**config.mk**
```make
export PLATFORM = sky130hd
export DESIGN_NAME = apb_slave_regfile
export DESIGN_NICKNAME = d
export VERILOG_FILES = /design/src/rtl/apb_slave_regfile.sv
export SDC_FILE = /design/constraint.sdc
export NUM_CORES = 1
export LEC_CHECK = 0
export CAP_MARGIN = 20
export CORE_MARGIN = 2
export CORE_UTILIZATION = 30
export CTS_CLUSTER_SIZE = 28
export DETAILED_ROUTE_END_ITERATION = 16
export DONT_BUFFER_PORTS = 1
export SETUP_SLACK_MARGIN = 0.05
export SYNTH_ARGS = -nofsm -noshare
export SYNTH_HDL_FRONTEND = slang
export SYNTH_SLANG_ARGS = --single-unit
```
**constraint.sdc**
```tcl
create_clock -name pclk -period 2.4 [get_ports pclk]
set_input_delay 0.24 -clock pclk [delete_from_list [all_inputs] [get_ports pclk]]
set_output_delay 0.24 -clock pclk [all_outputs]
set_load 0.01 [all_outputs]
```
**src/rtl/apb_slave_regfile.sv**
```systemverilog
`default_nettype none
// ============================================================================
//  Module   : apb_slave_regfile
//  Brief    : APB completer with NUM_REGS byte-strobed word registers, fixed
//             wait states and pslverr on misaligned/out-of-range accesses.
//  Revision : 1.0  initial release
// ============================================================================
module apb_slave_regfile #(
    parameter int ADDR_WIDTH  = 32,
    parameter int DATA_WIDTH  = 32,
    parameter int NUM_REGS    = 8,
    parameter int WAIT_STATES = 1
) (
    input  logic                  pclk,
    input  logic                  preset,
    input  logic                  psel,
    input  logic                  penable,
    input  logic [ADDR_WIDTH-1:0] paddr,
    input  logic                  pwrite,
    input  logic [2:0]            pprot,
    input  logic [DATA_WIDTH-1:0] pwdata,
    input  logic [3:0]            pstrb,
    output logic [DATA_WIDTH-1:0] prdata,
    output logic                  pready,
    output logic                  pslverr
);

    localparam int                  c_IDX_W   = (NUM_REGS > 1) ? $clog2(NUM_REGS) : 1;
    localparam logic [ADDR_WIDTH-3:0] c_NREGS = (ADDR_WIDTH-2)'(NUM_REGS);
    localparam logic [3:0]          c_WAIT    = 4'(WAIT_STATES);

    typedef enum logic [0:0] {
        S_IDLE   = 1'b0,
        S_ACCESS = 1'b1
    } state_t;

    state_t                r_state;
    logic [3:0]            r_wait_cnt;
    logic [c_IDX_W-1:0]    r_idx;
    logic                  r_wr;
    logic                  r_err;
    logic [DATA_WIDTH-1:0] r_regs [NUM_REGS];

    logic [ADDR_WIDTH-3:0] w_index;
    logic                  w_addr_err;
    logic                  w_complete;
    logic                  w_unused;

    // The full upper address is the index, so any high bit set lands out of range.
    assign w_index    = paddr[ADDR_WIDTH-1:2];
    assign w_addr_err = (paddr[1:0] != 2'b00) || (w_index >= c_NREGS);
    assign w_unused   = &{1'b0, pprot};

    assign w_complete = (r_state == S_ACCESS) && psel && penable && (r_wait_cnt == c_WAIT);

    assign pready  = w_complete;
    assign pslverr = w_complete & r_err;
    assign prdata  = (w_complete && !r_wr && !r_err) ? r_regs[r_idx] : '0;

    always_ff @(posedge pclk) begin
        if (preset) begin
            r_state    <= S_IDLE;
            r_wait_cnt <= 4'd0;
            r_idx      <= '0;
            r_wr       <= 1'b0;
            r_err      <= 1'b0;
            for (int r = 0; r < NUM_REGS; r++) begin
                r_regs[r] <= '0;
            end
        end else begin
            case (r_state)
                S_IDLE: begin
                    if (psel && !penable) begin
                        r_idx      <= w_index[c_IDX_W-1:0];
                        r_wr       <= pwrite;
                        r_err      <= w_addr_err;
                        r_wait_cnt <= 4'd0;
                        r_state    <= S_ACCESS;
                    end
                end
                S_ACCESS: begin
                    if (!psel) begin
                        r_state <= S_IDLE;
                    end else if (penable) begin
                        if (r_wait_cnt == c_WAIT) begin
                            r_state <= S_IDLE;
                            if (r_wr && !r_err) begin
                                for (int i = 0; i < 4; i++) begin
                                    if (pstrb[i]) begin
                                        r_regs[r_idx][8*i +: 8] <= pwdata[8*i +: 8];
                                    end
                                end
                            end
                        end else begin
                            r_wait_cnt <= r_wait_cnt + 4'd1;
                        end
                    end
                end
                default: r_state <= S_IDLE;
            endcase
        end
    end

endmodule
`default_nettype wire

```
-- Word level (Yosys, flattened, before mapping)
Memories as Yosys holds them, arrays and structs flattened. A register that Yosys moved wholly into a read port is not among the register bits.
Index checks and enable logic that the tools add are counted.
- $add $sub $neg: 1
- shift-type cells: 0
- bitwise operators: 2
- equality and inequality tests: 5
- muxes and demuxes: 50
- multiply operators: 0
- order comparisons: 1
- divide/modulo/power cells: 0
- reductions and logical operators: 15
- operators with widths (operator ; count):
    $mux W32 ; 2
    $mux W1 ; 38
    $reduce_or A32 Y1 ; 1
    $ge A30 B4 Y1 const B ; 1
    $mux W4 ; 5
    $mux W3 ; 3
    $ne A2 B2 Y1 const B ; 4
    $pmux W4 S2 ; 1
    $logic_and A1 B1 Y1 ; 7
    $add A4 B1 Y4 const B ; 1
    $eq A4 B1 Y1 const B ; 1
    $reduce_and A4 Y1 ; 1
    $logic_not A1 Y1 ; 3
    $pmux W1 S2 ; 1
    $reduce_and A2 Y1 ; 1
    $reduce_bool A2 Y1 ; 1
    $and A1 B1 Y1 ; 1
    $logic_or A1 B1 Y1 ; 1
    $not A1 Y1 ; 1
- bits in read-only memories: 0
- output and inout bits: 34
- bits in latches: 0
- memory bits (writable): 256
- register bits after elaboration: 10
- memories kept: 1
- input bits: 76
- logic and storage cells: 80
- memory list (memory ; depth ; width ; rd ports ; clocked after memory_dff ; wr ports ; line ; RTL):
    r_regs ; 8 ; 32 ; 1 ; 1 ; 8 ; 42 ; logic [DATA_WIDTH-1:0] r_regs [NUM_REGS];

-- Logic depth before layout (Yosys ltp)
Gate-level depths: netlist (run 1).
- word-level depth: 11
- mapped depth: 8
- depth with buffers taken out: 5

-- Worst setup path after synthesis (run 1)
No wires, ideal clock.
- path type: register -> register
- start point: register r_wait_cnt[0]
- end point: memory r_regs[2][0] (enable)
- slack: 274 ps
- arrival time: 1783 ps
- data required time: 2057 ps
- path buffers: 2
- period minus slack after synthesis: 2126 ps
- stages on the path, launching flop included: 7
- path through: dfxtp_1 -> ha_1 -> nand4bb_1 -> buf_2 -> or4_1 -> buf_6 -> o21ai_2
- RTL lines (element ; line ; RTL):
    start, declared ; 38 ; logic [3:0] r_wait_cnt;
    start signal, assigned ; 95 ; r_wait_cnt <= r_wait_cnt + 4'd1;
    end, declared ; 42 ;

-- Final worst setup path (run 1)
- start point: register r_wait_cnt[1]
- end point: output prdata[16]
- longest elaborated chain between the ends: 5
- ends and longest elaborated chain (element ; line ; RTL):
    $eq A4 B1 Y1 ; 54 ; assign w_complete = (r_state == S_ACCESS) && psel && penable && (r_wait_cnt == c_WAIT);
    $logic_and A1 B1 Y1 ; 54 ;
    $logic_and A1 B1 Y1 (2 in a row) ; 58 ; assign prdata = (w_complete && !r_wr && !r_err) ? r_regs[r_idx] : '0;
    $mux W32 ; 58 ;
    end, declared ; 23 ; output logic [DATA_WIDTH-1:0] prdata,
Every way passes these cells.

==> flow_summary.yaml, run 1 <==
final_layout:
  seq_area_mm2: 0.00796
  fin_cells: 1534
  multi_input_area_mm2: 0.00511
  fin_nets: 1048
  area_growth_pct: 24.8
  fillers: 4021
  layout-drive-gt1-share_pct: 33.2
  utilization_pct: 37.7
  n_antenna_cell: 0
  design_area_mm2: 0.0161
floorplan:
  pin_count: 110
  fp.dieH_um: 211
  die_x_um: 211
  coreArea_mm2: 0.0428
  dieArea_mm2: 0.0447
  row_count: 76
  initial_core_util_pct: 30.2
synthesis:
  yosysMostFrequentCell: "edfxtp_1"
  syn-num-nets: 920
  syn_avg_cell_area_um2: 15.3
  ys_top_cells_by_area: "edfxtp_1 (60%), and2_1 (12%), mux4_2 (11%)"
  netlist-cell-type-count: 42
  synthFlopType: "edfxtp_1"
  yosysTopAreaCell: "edfxtp_1"
  syn_inst: 842
  synth_top_area_share_pct: 59.5
  synthTopCellsByCount: "edfxtp_1 (256), and2_1 (249), mux4_2 (64)"
  synthAdderAreaFrac_pct: 0.194
  syn_area_mm2: 0.0129
  synthMuxAreaShare_pct: 13.8
  synth_warnings: 0
  seq_area_frac_synth_pct: 61.6
  synth-compound-area-share_pct: 0.659
  synth_xor_area_share_pct: 0.0678
  synth_seq_cells: 269
  synthSimpleGateAreaFrac_pct: 21.8
  async_flop_share_pct: 0
  synth_top_family_by_area: "simple AND/OR/NAND/NOR gates"
  synth-edff-count: 256
route:
  ant_nets: 0
  wire_per_inst_um: 20.3
  drt-pass1-iter-count: 4
  drc: 0
  vias: 7276
  routed_via_density: 4.74
  postRouteWirelength_um: 31200
  drtIter0Drc: 475
clocking:
  ctsRootBufferMaster: "clkbuf_16"
  tritoncts: "built"
  cts-htree-levels: 1
  numCtsBuffers: 29
  clk_latency_ns: 0.55
  clk_path_buf_depth: 3
  clock-sinks: 269
  path_clk_slew_ns: 0.05
power_and_ir_drop:
  p_leak_nw: 5.65
  power_w: 0.00995
  p_per_area_mw_per_mm2: 617
  peakVddDrop_uv: 415
sta:
  setup-violations-final: 32
  final.setup.tns_ns: -2.95
  final_max_slew_viol_count: 0
  worst_pin_slew_ns: 0.672
  rsz0062_at_grt: "true"
  min_period_ns: 2.52
  fmax_mhz: 397
  relSlewSlack_pct: 55.1
  timing.final.hold_violations: 0
  period_share_pct: 105
  fin_skew_ns: 0.0198
  finalWorstSetupSlack_ns: -0.122
placement:
  dp_hpwl_um: 19200
  globalplace.congestion: 0.763
  io_buffer_count: 0
  postPlaceCellArea_mm2: 0.0141
  place_inst: 1427
flow_run:
  timing.max_cap.violations: 0
global_routing:
  grt_pass1_vias: 7761
  overflow: 0
  grt_pass1_wl_um: 45900
  antenna_found_initial: 2
  gr-usage-all-layers_pct: 13.8
  grt_max_degree: 65
setup_path:
  end_kind: "primary output"
  critPathMaxFanout: 8
  required_ns: 2.16
  crit_type: "flop to primary output"
  crit_arrival_ns: 2.28
  critPathLaunchType: "flop"
run_status:
  status: "finished, violations left"
  violations: "setup timing"
hold_path:
  hold_class: "input port to flop"
stage by stage:
| step | worst slack (ns) | hold slack, ns |
|---|---|---|
| after floorplan | 0.274 | 0.376 |
| after global placement | 0.195 | 0.320 |
| after detailed placement | 0.145 | 0.319 |
| after CTS | -0.186 | 0.00299 |
| after global routing | -0.177 | 0.0550 |
| final | -0.122 | 0.0399 |
layout make-up:
| cell class | count | area share (%) |
|---|---|---|
| Inverter | 13 | 0.303 |
| Multi-Input combinational cell | 519 | 31.7 |
| Clock buffer | 38 | 4.71 |
| Timing Repair Buffer | 138 | 9.32 |
| Tap cell | 546 | 4.24 |
| Sequential cell | 269 | 49.4 |
| Clock inverter | 11 | 0.326 |
placed cells by master (no fill, tap or decap), types with 3 or more instances in the layout:
cell type	Yosys	layout
edfxtp_1	256	256
and2_1	249	249
mux4_2	64	64
buf_4	4	47
dlygate4sd3_1	0	43
buf_6	1	33
nor2_4	0	32
clkbuf_16	0	32
or2_2	31	31
nor4_2	18	18
mux2i_1	34	16
nor4_4	13	13
mux2i_2	0	12
inv_1	12	11
nand2_1	11	10
clkinv_1	1	9
clkbuf_1	13	9
nor3_2	8	8
nor4_1	7	7
dfxtp_1	13	7
mux2i_4	0	6
buf_12	0	6
nand3_1	5	5
a21oi_1	5	5
buf_16	0	5
nand4bb_1	5	4
or3b_2	4	4
or3_1	4	4
nand3b_1	4	4
dfxtp_2	0	4
or4_1	4	3
critical path: stages, from the launching register on:
cell	delay (ns)
dfxtp_2	0.32
inv_2	0.07
ha_4	0.14
nand4bb_4	0.11
or4_4	0.64
buf_12	0.23
nor2_4	0.12
buf_6	0.10
sequential cells by signal, indices dropped and copies added (netlist names), named ones only:
name / cells
r_wr: 1
r_idx: 3
r_err: 1
r_wait_cnt: 4
r_regs: 256
r_state: 1
metal layers:
layer  vias up  share of wire, %  GRT usage, %
li1       3409                 -             -
met1      3656                41          16.2
met2       162                51          25.2
met3        45               4.9          2.71
met4         4               2.3          4.35
met5         -             0.077             0
final timing paths:
check,from,slack [ns],end,cells after the start
setup reg to reg,r_wait_cnt[1],0.18,r_regs[1][19],8
setup / recovery,r_wait_cnt[1],-0.12,prdata[16],7
hold / removal,psel,0.04,r_wait_cnt[1],3
hold reg to reg,r_wait_cnt[3],0.51,r_wait_cnt[3],2
where the power goes:
group	internal, W	switching, W	total [W]
Clock	0.00220	0.00172	0.00392
Combinational	0.000307	0.000398	0.000705
Sequential	0.00527	0.0000497	0.00532
Total	0.00778	0.00217	0.00995
cells by family (layout without fill, tap and decap cells):
family,Yosys count,in the layout
xor gates and xnor gates,1,1
muxes,98,98
and+or+nand+nor,405,405
adders and majority gates,2,2
buffers and inverters,54,200
DFF,269,269
AOI/OAI and AO/OA,13,13
timing repair:
action | CTS | global route
cloned | 3 | 5
setup endpoints to repair | 32 | 32
gates resized for setup | 99 | 35
buffers inserted | 3 | 4
hold endpoints to repair | 269 | 0
pin swaps | 27 | 10
hold buffers | 43 | 0
Power figures use the tool's default switching activity.
==> run 2: changes to the inputs <==
Settings changed: CTS_BUF_LIST set to sky130_fd_sc_hd__clkbuf_16, PLACE_DENSITY_LB_ADDON set to 0.1.
==> flow_summary.yaml, run 2 (same netlist as run 1, synthesis figures left out) <==
run_status:
  status: "finished, violations left"
  violations: "setup timing"
route:
  drtIter0Drc: 412
  routed_via_density: 4.76
  vias: 7317
  wire_per_inst_um: 21.6
  postRouteWirelength_um: 33200
  drt-pass1-iter-count: 4
  ant_nets: 0
  drc: 0
power_and_ir_drop:
  switching_share_pct: 22.1
  peakVddDrop_uv: 527
  pwr-share-seq_pct: 49.8
  p_clk_share_pct: 44.0
  switching_power_w: 0.00236
  comb_power_share_pct: 6.2
  p_leak_nw: 5.70
  p_per_area_mw_per_mm2: 662
  internal_power_w: 0.00832
placement:
  postPlaceCellArea_mm2: 0.0141
  globalplace.congestion: 0.733
  io_buffer_count: 0
  dp_hpwl_um: 21400
final_layout:
  largestRegisters: "r_regs x256, r_wait_cnt x4, r_idx x3"
  design_area_mm2: 0.0161
  utilization_pct: 37.7
  area_growth_pct: 24.9
  fillers: 4023
  final_common_cell: "edfxtp_1"
  final_cell_mix: "edfxtp_1 (256), and2_1 (249), mux4_2 (64)"
  fin_nets: 1046
  n_antenna_cell: 0
  layout-drive-gt1-share_pct: 32.8
  largest_reg_flops: 256
  largest_register: "r_regs"
sta:
  worst_pin_slew_ns: 0.674
  relSlewSlack_pct: 55.0
  setup-violations-final: 32
  fmax_mhz: 381
  final_max_slew_viol_count: 0
  fin_skew_ns: 0.0187
  rsz0062_at_grt: "true"
  worst_hold_slack_ns: 0.0321
  finalWorstSetupSlack_ns: -0.224
  period_share_pct: 109
  timing.final.hold_violations: 0
  min_period_ns: 2.62
floorplan:
  coreArea_mm2: 0.0428
  pin_count: 110
  row_count: 76
  initial_core_util_pct: 30.2
  die_x_um: 211
  dieArea_mm2: 0.0447
  fp.dieH_um: 211
clocking:
  clk_path_buf_depth: 3
  tritoncts: "built"
  ctsRootBufferMaster: "clkbuf_16"
  cts-htree-levels: 1
  path_clk_slew_ns: 0.06
  clock-sinks: 269
  clk_latency_ns: 0.57
  numCtsBuffers: 31
setup_path:
  crit_arrival_ns: 2.38
  critPathMaxFanout: 8
  crit_chain: "inv_2, ha_4, nand4bb_4, or4_4, buf_8, buf_16, nor2_4, buf_6"
  worst_path_largest_cell_delay_ns: 0.56
  startpoint: "r_wait_cnt[1]"
  crit_type: "flop to primary output"
  r2r_start: "r_wait_cnt[1]"
  crit_buf_inv: 4
  end_kind: "primary output"
  required_ns: 2.16
  critical-path-slowest-cell: "or4_4"
  cpLargestDelayFamily: "simple AND/OR/NAND/NOR gates"
  critPathLaunchType: "flop"
hold_path:
  hold_class: "input port to flop"
  timing.hold.worst.start: "penable"
global_routing:
  gr-usage-all-layers_pct: 15.2
  grt_max_degree: 38
  grt_pass1_vias: 8120
  antenna_found_initial: 0
  grt_pass1_wl_um: 49900
  overflow: 0
flow_run:
  timing.max_cap.violations: 0
[run 2: cell types whose count changed in the layout (fill, tap and decap cells not counted), sizes merged]
cell / before / now
clkinv: 10 / 15
clkbuf: 41 / 31
dlygate4sd3: 43 / 45
inv: 14 / 17
clkinvlp: 0 / 3
buf: 92 / 89
bufinv: 0 / 4
[run 2: worst paths after layout]
path / to / slack (ns) / depth (start not counted)
max reg2reg: r_regs[5][15] / 0.16 / 7
max: prdata[24] / -0.22 / 8
min: flop / 0.03 / 3
min reg2reg: r_wait_cnt[2] / 0.53 / 2
[run 2: per-stage QoR]
step	setup TNS [ns]	power [W]	setup WS [ns]	std cells
after floorplan	0	0.00578	0.274	842
after global placement	0	0.00593	0.165	1426
after detailed placement	0	0.00595	0.0672	1426
after CTS	-8.34	0.0108	-0.284	1537
after global routing	-8.35	0.0111	-0.296	1538
final	-5.85	0.0107	-0.224	1538
[run 2: worst register-to-register path, stage by stage (launching register included)]
cell,delay (ns)
dfxtp_2,0.33
inv_2,0.07
ha_4,0.15
nand4bb_4,0.11
buf_4,0.17
buf_4,0.31
nor4_2,0.47
or2_4,0.30
[run 2: routing by layer]
layer	track usage, %	wire [um]
met1	18.6	13900
met2	28.4	17700
met3	1.94	1070
met4	3.86	595
met5	0	0
[run 2: power groups by stage]
stage | combinational [W] | sequential [W] | clock (W)
final | 0.000660 | 0.00533 | 0.00470
after global routing | 0.000712 | 0.00534 | 0.00500
after CTS | 0.000671 | 0.00533 | 0.00482
after detailed placement | 0.000523 | 0.00543 | 0
after global placement | 0.000515 | 0.00542 | 0
after floorplan | 0.000382 | 0.00540 | 0
[run 2: timing repair]
| action | in CTS | in global routing |
|---|---|---|
| setup buffers | 6 | 1 |
| hold endpoints to repair | 269 | 0 |
| pin swaps | 31 | 6 |
| endpoints found under the setup margin | 38 | 56 |
| resized for setup | 105 | 13 |
| cloned | 3 | 0 |
| hold buffers | 45 | 0 |
[run 2: final cells by class]
cell class | instances | area (um^2) | area share (%)
flip-flops and latches | 269 | 7960 | 49.3
multi-input cells | 519 | 5020 | 31.1
repair buffers | 134 | 1410 | 8.73
clock buffers | 31 | 776 | 4.81
well taps | 546 | 683 | 4.23
clock inverters | 26 | 239 | 1.48
inverters | 13 | 48.8 | 0.302
==> run 3: changes to the inputs <==
Settings changed: CTS_BUF_LIST sky130_fd_sc_hd__clkbuf_16 to sky130_fd_sc_hd__clkbuf_4.
==> flow_summary.yaml, run 3 (same netlist as run 1, synthesis figures left out) <==
setup_path:
  critPathMaxFanout: 8
  r2r-end: "r_err"
  end_kind: "primary output"
  crit_chain: "inv_2, ha_4, nand4bb_4, or4_4, buf_8, buf_16, nor2_4, buf_6"
  crit_buf_inv: 4
  r2r.worst_path.cells: 4
  critical-path-slowest-cell: "or4_4"
  r2r_start: "r_state"
  crit_type: "flop to primary output"
  crit_arrival_ns: 2.52
  cpLargestDelayFamily: "simple AND/OR/NAND/NOR gates"
  worst_path_largest_cell_delay_ns: 0.56
  critPathLaunchType: "flop"
  required_ns: 2.16
  rrSetupSlack_ns: 0.13
floorplan:
  initial_core_util_pct: 30.2
  dieArea_mm2: 0.0447
  row_count: 76
  fp.dieH_um: 211
  pin_count: 110
  coreArea_mm2: 0.0428
  die_x_um: 211
clocking:
  numCtsBuffers: 76
  cts-htree-levels: 3
  clock-sinks: 269
  clk_path_buf_depth: 3
  clk_latency_ns: 0.71
  ctsRootBufferMaster: "clkbuf_4"
  path_clk_slew_ns: 0.06
  tritoncts: "built"
placement:
  io_buffer_count: 0
  globalplace.congestion: 0.733
  dp_hpwl_um: 21400
  place_inst: 1426
final_layout:
  fillers: 4069
  final_common_cell: "edfxtp_1"
  final_cell_mix: "edfxtp_1 (256), and2_1 (249), clkbuf_4 (104)"
  area_growth_pct: 25.4
  fin_cells: 1627
  layout-drive-gt1-share_pct: 36.1
  largest_register: "r_regs"
  largest_reg_flops: 256
  largestRegisters: "r_regs x256, r_wait_cnt x4, r_idx x3"
  fin_nets: 1108
global_routing:
  gr-usage-all-layers_pct: 15.6
  antenna_found_initial: 5
  grt_pass1_wl_um: 50600
  grt_max_degree: 41
  overflow: 0
  grt_pass1_vias: 8580
route:
  ant_nets: 0
  wire_per_inst_um: 20.8
  drt-pass1-iter-count: 5
  routed_via_density: 4.74
  vias: 7717
  drc: 0
  postRouteWirelength_um: 33800
  drtIter0Drc: 359
hold_path:
  hold_class: "input port to flop"
  min_path_cells: 3
  hold_end: "r_wait_cnt[2]"
  timing.hold.worst.start: "penable"
sta:
  fmax_mhz: 362
  setup-violations-final: 32
  fin_skew_ns: 0.0371
  finalWorstSetupSlack_ns: -0.364
  relSlewSlack_pct: 54.8
  period_share_pct: 115
  final.setup.tns_ns: -10.32
  timing.final.hold_violations: 0
  worst_hold_slack_ns: 0.108
  final_max_slew_viol_count: 0
  min_period_ns: 2.76
  rsz0062_at_grt: "true"
  worst_pin_slew_ns: 0.677
run_status:
  violations: "setup timing"
  status: "finished, violations left"
power_and_ir_drop:
  p_per_area_mw_per_mm2: 612
  peakVddDrop_uv: 198
  p_leak_nw: 5.81
flow_run:
  timing.max_cap.violations: 0
-- run 3: what timing repair did --
| item | in CTS | in global routing |
|---|---|---|
| endpoints found under the setup margin | 40 | 74 |
| endpoints found under the hold margin | 522 | 0 |
| gates resized for setup | 105 | 19 |
| hold buffers | 63 | 0 |
| cloned | 3 | 0 |
| buffers inserted | 6 | 0 |
| pin swaps | 31 | 6 |
-- run 3: per-stage QoR --
step                      power [W]  area (um^2)  utilization [%]  setup slack (ns)
after floorplan             0.00578        12900                -             0.274
after global placement      0.00593        14100             32.9             0.165
after detailed placement    0.00595        14100             32.9            0.0672
after CTS                    0.0101        16100             37.7            -0.489
after global routing         0.0104        16200             37.9            -0.482
final                       0.00991        16200             37.9            -0.364
-- run 3: power breakdown --
group / total (W) / internal [W] / switching (W) / leakage, nW
clock network: 0.00390 / 0.00200 / 0.00190 / 0.534
registers: 0.00532 / 0.00527 / 0.0000510 / 2.75
logic: 0.000689 / 0.000290 / 0.000398 / 2.53
total: 0.00991 / 0.00756 / 0.00235 / 5.81
-- run 3: tightest hold or removal path, cell delays in order --
cell	delay, ns
nor3b_1	0.08
or3_1	0.32
mux2i_1	0.13
-- run 3: final cells by class --
cell class                 count  area (um^2)  share of cell area [%]
tap                          546          683                    4.22
clock inverter                23         95.1                   0.587
inverter                      13         48.8                   0.301
antenna                        2         5.00                  0.0309
clock buffer                 104          781                    4.82
timing repair buffer         151         1580                    9.78
multi-input combinational    519         5040                    31.1
sequential                   269         7960                    49.1
-- run 3: layer usage --
| metal | vias up | global-route usage [%] | wire [um] |
|---|---|---|---|
| met3 | 60 | 3.49 | 1630 |
| met1 | 3857 | 17.8 | 13500 |
| met2 | 215 | 28.4 | 17800 |
| met5 | - | 0 | 41 |
| met4 | 6 | 6.19 | 847 |
| li1 | 3579 | - | - |
-- run 3: worst max-delay path by stage --
stage                  start           end  slack, ns  cells past startpoint
5_1_grt        r_wait_cnt[1]    prdata[16]      -0.48                      8
3_3_place_gp   r_wait_cnt[1]  r_regs[7][9]       0.16                      6
2_1_floorplan  r_wait_cnt[0]  r_regs[2][0]       0.27                      6
6_report       r_wait_cnt[1]    prdata[24]      -0.36                      8
4_1_cts        r_wait_cnt[1]    prdata[25]      -0.49                      8
3_5_place_dp   r_wait_cnt[1]  r_regs[5][9]       0.07                      6
